--- config.mk ---
export PLATFORM = sky130hd
export DESIGN_NAME = program_sequencer_flat
export DESIGN_NICKNAME = d
export VERILOG_FILES = /design/src/rtl/program_sequencer_if.sv /design/src/rtl/program_sequencer.sv /design/src/flat_wrapper.sv
export SDC_FILE = /design/constraint.sdc
export NUM_CORES = 1
export LEC_CHECK = 0
export BUFFER_PORTS_ARGS = -buffer_cell sky130_fd_sc_hd__buf_2
export CAP_MARGIN = 20
export CORE_ASPECT_RATIO = 1.5
export CORE_MARGIN = 3
export CORE_UTILIZATION = 50
export CTS_CLUSTER_SIZE = 16
export DETAILED_ROUTE_END_ITERATION = 8
export PLACE_DENSITY = 0.9
export REMOVE_ABC_BUFFERS = 1
export SETUP_SLACK_MARGIN = 0.3
export SKIP_CTS_REPAIR_TIMING = 1
export SYNTH_ARGS = -nofsm -noshare
export SYNTH_HDL_FRONTEND = slang
export SYNTH_SLANG_ARGS = --single-unit
export TNS_END_PERCENT = 30
--- constraint.sdc ---
create_clock -name CLK -period 1.78 [get_ports CLK]
set_input_delay 0.356 -clock CLK [delete_from_list [all_inputs] [get_ports CLK]]
set_output_delay 0.356 -clock CLK [all_outputs]
set_load 0.1 [all_outputs]
--- src/rtl/program_sequencer_if.sv ---
// Program-memory fetch bus between the sequencer and its ROM.
// The sequencer is the master; the ROM answers with data/valid.
interface program_sequencer_if #(
    parameter int PC_W = 8
);
    logic [PC_W-1:0] ROM_ADDR;
    logic            ROM_RD;
    logic [5:0]      ROM_DATA;
    logic            ROM_VALID;

    modport master (
        output ROM_ADDR, ROM_RD,
        input  ROM_DATA, ROM_VALID
    );

    modport slave (
        input  ROM_ADDR, ROM_RD,
        output ROM_DATA, ROM_VALID
    );
endinterface

--- src/rtl/program_sequencer.sv ---
// Fetch/decode/execute controller for the accumulator datapath.
// Gates decoder enables so each instruction commits exactly once.
module program_sequencer #(
    parameter int PC_W     = 8,
    parameter int PROG_LEN = 256
) (
    input  logic                CLK,
    input  logic                RESET,
    input  logic                START,
    input  logic                STEP,
    input  logic                STOP,
    program_sequencer_if.master rom,
    output logic [5:0]          IR,
    input  logic                ACC_CE_IN,
    input  logic [2:0]          RF_SEL_IN,
    output logic                ACC_CE_OUT,
    output logic [2:0]          RF_SEL_OUT,
    output logic                EXEC,
    output logic                BUSY,
    output logic                HALTED,
    output logic [15:0]         INSTR_CNT
);
    typedef enum logic [1:0] {
        S_IDLE,
        S_FETCH,
        S_DECODE,
        S_EXEC
    } state_t;

    localparam logic [PC_W-1:0] LAST = PC_W'(PROG_LEN - 1);
    localparam logic [5:0]      NOP  = 6'b111100;

    state_t          state_q, state_d;
    logic            run_q, run_d;
    logic            stop_q, stop_d;
    logic [PC_W-1:0] pc_q, pc_d;
    logic [5:0]      ir_q, ir_d;
    logic            halted_q, halted_d;
    logic [15:0]     cnt_q, cnt_d;

    always_ff @(posedge CLK or posedge RESET) begin
        if (RESET) begin
            state_q  <= S_IDLE;
            run_q    <= 1'b0;
            stop_q   <= 1'b0;
            pc_q     <= '0;
            ir_q     <= NOP;
            halted_q <= 1'b0;
            cnt_q    <= '0;
        end else begin
            state_q  <= state_d;
            run_q    <= run_d;
            stop_q   <= stop_d;
            pc_q     <= pc_d;
            ir_q     <= ir_d;
            halted_q <= halted_d;
            cnt_q    <= cnt_d;
        end
    end

    always_comb begin
        state_d  = state_q;
        run_d    = run_q;
        stop_d   = stop_q;
        pc_d     = pc_q;
        ir_d     = ir_q;
        halted_d = halted_q;
        cnt_d    = cnt_q;
        unique case (state_q)
            S_IDLE: begin
                stop_d = 1'b0;
                if (START) begin
                    run_d    = 1'b1;
                    halted_d = 1'b0;
                    state_d  = S_FETCH;
                end else if (STEP) begin
                    run_d    = 1'b0;
                    halted_d = 1'b0;
                    state_d  = S_FETCH;
                end
            end
            S_FETCH: begin
                if (STOP) stop_d = 1'b1;
                if (rom.ROM_VALID) begin
                    ir_d    = rom.ROM_DATA;
                    state_d = S_DECODE;
                end
            end
            S_DECODE: begin
                if (STOP) stop_d = 1'b1;
                state_d = S_EXEC;
            end
            S_EXEC: begin
                // Leaving EXECUTE always lands in FETCH with no stop or in IDLE
                stop_d = 1'b0;
                if (cnt_q != 16'hFFFF) cnt_d = cnt_q + 16'd1;
                if (pc_q == LAST) begin
                    pc_d     = '0;
                    halted_d = 1'b1;
                    run_d    = 1'b0;
                    state_d  = S_IDLE;
                end else begin
                    pc_d = pc_q + PC_W'(1);
                    if (run_q && !stop_q && !STOP) state_d = S_FETCH;
                    else                           state_d = S_IDLE;
                end
            end
            default: state_d = S_IDLE;
        endcase
    end

    assign rom.ROM_ADDR = pc_q;
    assign rom.ROM_RD   = (state_q == S_FETCH);
    assign EXEC         = (state_q == S_EXEC);
    assign BUSY         = (state_q != S_IDLE);
    assign ACC_CE_OUT   = ACC_CE_IN & EXEC;
    assign RF_SEL_OUT   = RF_SEL_IN & {3{EXEC}};
    assign IR           = ir_q;
    assign HALTED       = halted_q;
    assign INSTR_CNT    = cnt_q;
endmodule

--- src/flat_wrapper.sv ---
// flat-port wrapper written by rule: the top's interface ports become plain ports
module program_sequencer_flat 
#(
    parameter int PC_W     = 8,
    parameter int PROG_LEN = 256
)
  (CLK, RESET, START, STEP, STOP, IR, ACC_CE_IN, RF_SEL_IN, ACC_CE_OUT, RF_SEL_OUT, EXEC, BUSY, HALTED, INSTR_CNT, rom_ROM_ADDR, rom_ROM_RD, rom_ROM_DATA, rom_ROM_VALID);
  program_sequencer_if #(.PC_W(PC_W)) rom_i ();
  input  logic CLK;
  input  logic RESET;
  input  logic START;
  input  logic STEP;
  input  logic STOP;
  output logic [5:0] IR;
  input  logic ACC_CE_IN;
  input  logic [2:0] RF_SEL_IN;
  output logic ACC_CE_OUT;
  output logic [2:0] RF_SEL_OUT;
  output logic EXEC;
  output logic BUSY;
  output logic HALTED;
  output logic [15:0] INSTR_CNT;
  output wire logic [$bits(rom_i.ROM_ADDR)-1:0] rom_ROM_ADDR;
  output wire logic [$bits(rom_i.ROM_RD)-1:0] rom_ROM_RD;
  input wire logic [$bits(rom_i.ROM_DATA)-1:0] rom_ROM_DATA;
  input wire logic [$bits(rom_i.ROM_VALID)-1:0] rom_ROM_VALID;
  assign rom_ROM_ADDR = rom_i.ROM_ADDR;
  assign rom_ROM_RD = rom_i.ROM_RD;
  assign rom_i.ROM_DATA = rom_ROM_DATA;
  assign rom_i.ROM_VALID = rom_ROM_VALID;
  program_sequencer #(.PC_W(PC_W), .PROG_LEN(PROG_LEN)) u_core (.CLK(CLK), .RESET(RESET), .START(START), .STEP(STEP), .STOP(STOP), .rom(rom_i), .IR(IR), .ACC_CE_IN(ACC_CE_IN), .RF_SEL_IN(RF_SEL_IN), .ACC_CE_OUT(ACC_CE_OUT), .RF_SEL_OUT(RF_SEL_OUT), .EXEC(EXEC), .BUSY(BUSY), .HALTED(HALTED), .INSTR_CNT(INSTR_CNT));
endmodule
==> results.cfg <==
[yosys]
ys_seq_area_share_pct = 48.45
syn_inst = 168
syn_area_sq_mm = 0.001818
yosys.area.top_type = dfrtp_1
synthSimpleGateAreaFrac_pct = 24.16
async_flop_share_pct = 100.0
synth_edf_count = 0
synth.area.top_cells = dfrtp_1, dfstp_2, mux2_2, ha_1, nor4_2
yosysUniqueCellTypes = 38
synth.avg_cell_area_sq_um = 10.82
synth_compound_area_share_pct = 7.708
ys_seq_elements = 35
yosys.area.top_type_share_pct = 42.67
synth-adder-area-share_pct = 4.129
yosys_warnings = 0
synth_ff_type = dfrtp_1
synthMuxAreaShare_pct = 6.745
synth_xor_area_share_pct = 6.263
synth_top_family_by_area = simple AND/OR/NAND/NOR gates

[worst_setup_path]
ff2ff_setup_slack_ns = 0.09
reg2regPathDepth = 7
crit_chain = ha_4 -> buf_12 -> and2_4 -> buf_12
cp_common_cell = buf_12
critical_path.endpoint = RF_SEL_OUT[1]
regToRegStartpoint = u_core.state_q[0]
r2r_end = u_core.INSTR_CNT[12]
crit_path_end_kind = primary output
crit_required_ns = 1.42
crit_path_max_fanout = 5
startpoint_type = register
cpMaxStageDelayCell = dfrtp_1
crit_type = reg -> out
critPathMaxStageDelay_ns = 0.45
crit_start = u_core.state_q[0]
arrival_ns = 1.38

[clock_tree]
cts_tree = built
cts.sinks = 35
clk_latency_ns = 0.28
htree_levels = 2
clk_pin_slew_ns = 0.07
numCtsBuffers = 5
clk_path_buf_depth = 2
cts_root_buffer = clkbuf_8

[global_routing]
grt_max_degree = 36
grt.total_usage_pct = 18.58
antenna_found_initial = 0
grt-ovfl-total = 0
grt_pass1_vias = 1429
grt_pass1_wl_mm = 6.472

[layout]
drive_above_1_share_pct = 51.02
design_area_sq_mm = 0.002670
fillers = 225
fin_nets = 266
final_common_cell = buf_2
fin_cells = 287
mostFrequentLayoutCells = buf_2, dfrtp_1, buf_4
area_growth_pct = 46.87
diodes = 0

[sta]
worst_pin_slew_ns = 0.4907
drv_slew = 0
hold_violations = 0
setup_viol = 0
rsz0062_at_grt = yes
clock.fmax_mhz = 577.7
fin_worst_skew_ns = 0.004131
slew_headroom_pct = 67.51
holdWs_ns = 0.1623
period_share_pct = 97.25
period_minus_slack_ns = 1.731

[placed_design]
dp.cells = 265
hpwl_mm = 2.826
place_congestion = 0.8326
port_buffers = 53
placed_area_sq_mm = 0.002266

[status]
status = finished, final reports clean

[die]
core_area_sq_mm = 0.003448
die_h_um = 79.85
pin_count = 54
fp.dieW_um = 55.24
initial_core_util_pct = 52.72
dieArea_sq_mm = 0.004411
rows = 26

[routing]
drc = 0
routed_wl_mm = 4.559
viasPerCell = 5.537
drt_iter0_markers = 39
first_pass_iters = 4
wl_per_cell_um = 15.89
vias = 1589
ant_nets = 0

[hold_path]
hold_path.class = in -> async

[flow_run]
maxCapViolations = 0
-- per-layer routing --
| layer | vias to the layer above | GRT usage, % | routed length [um] |
|---|---|---|---|
| li1 | 749 | - | - |
| met1 | 773 | 21.52 | 1727 |
| met2 | 56 | 32.35 | 2525 |
| met3 | 11 | 4.531 | 215 |
| met4 | 0 | 8.029 | 90 |
| met5 | - | 0 | 0 |
-- how the worst min path moves through the flow --
stage	endpoint	slack [ns]	depth (start not counted)
2_1_floorplan	u_core.stop_q	0.47	2
4_1_cts	u_core.HALTED	0.18	3
5_1_grt	u_core.state_q[1]	0.22	3
6_report	u_core.INSTR_CNT[15]	0.16	3
3_3_place_gp	u_core.IR[1]	0.47	3
3_5_place_dp	u_core.INSTR_CNT[13]	0.47	3
-- per-stage QoR --
| stage | setup WS (ns) | util (%) | setup TNS, ns |
|---|---|---|---|
| after floorplan | -0.9777 | - | -19.40 |
| after global placement | 0.1668 | 65.71 | 0 |
| after detailed placement | 0.1356 | 65.71 | 0 |
| after CTS | -0.09916 | 68.07 | -0.3700 |
| after global routing | 0.01900 | 77.43 | 0 |
| final | 0.04893 | 77.43 | 0 |
-- area by class of cell --
cell class                      instances  area (sq um)  share of cell area (%)
Clock buffer                            7         76.32                   2.858
Sequential cell                        35         887.1                   33.22
Tap cell                               42         52.55                   1.968
Inverter                                9         33.78                   1.265
Clock inverter                          1         5.005                  0.1874
Multi-Input combinational cell        121          1049                   39.27
Timing Repair Buffer                   72         566.8                   21.23
-- critical path, delay by kind of cell (launching register included) --
family,cells,cell delay (ns)
fa+ha+maj,1,0.21
buf+inv,2,0.29
flops,1,0.45
simple gates,1,0.14
-- cells by family after synthesis --
kind of cell | count (synthesis)
simple gates | 68
flops | 35
compound gates | 23
xor+xnor | 13
buf+inv | 12
mux | 11
fa+ha+maj | 6
-- state kept, by name (all words and copies together) (netlist names) --
register             cells
u_core.run_q             1
u_core.IR                6
u_core.state_q           2
u_core.rom.ROM_ADDR      8
u_core.HALTED            1
u_core.INSTR_CNT        16
u_core.stop_q            1
-- synthesized netlist by cell type (2+ instances only) --
master     count
o21ai_0        5
a21oi_1        8
xnor2_1        7
mux2_1         2
nor4_2         5
and2_1         4
dfrtp_1       31
nand4_1        6
mux2_2         8
nor2b_1        2
ha_1           6
nand2_1       14
xor2_1         6
clkbuf_1       2
o2bb2ai_1      2
nor2_1        12
and3_1         4
and4_1         2
a21o_1         2
nor3_1         4
a31oi_1        2
inv_1          9
dfstp_2        4
nand3_1        7
Power is left out: the tool's default activity adds up to more than one toggle a clock period on the data nets, which glitch-free logic cannot reach.
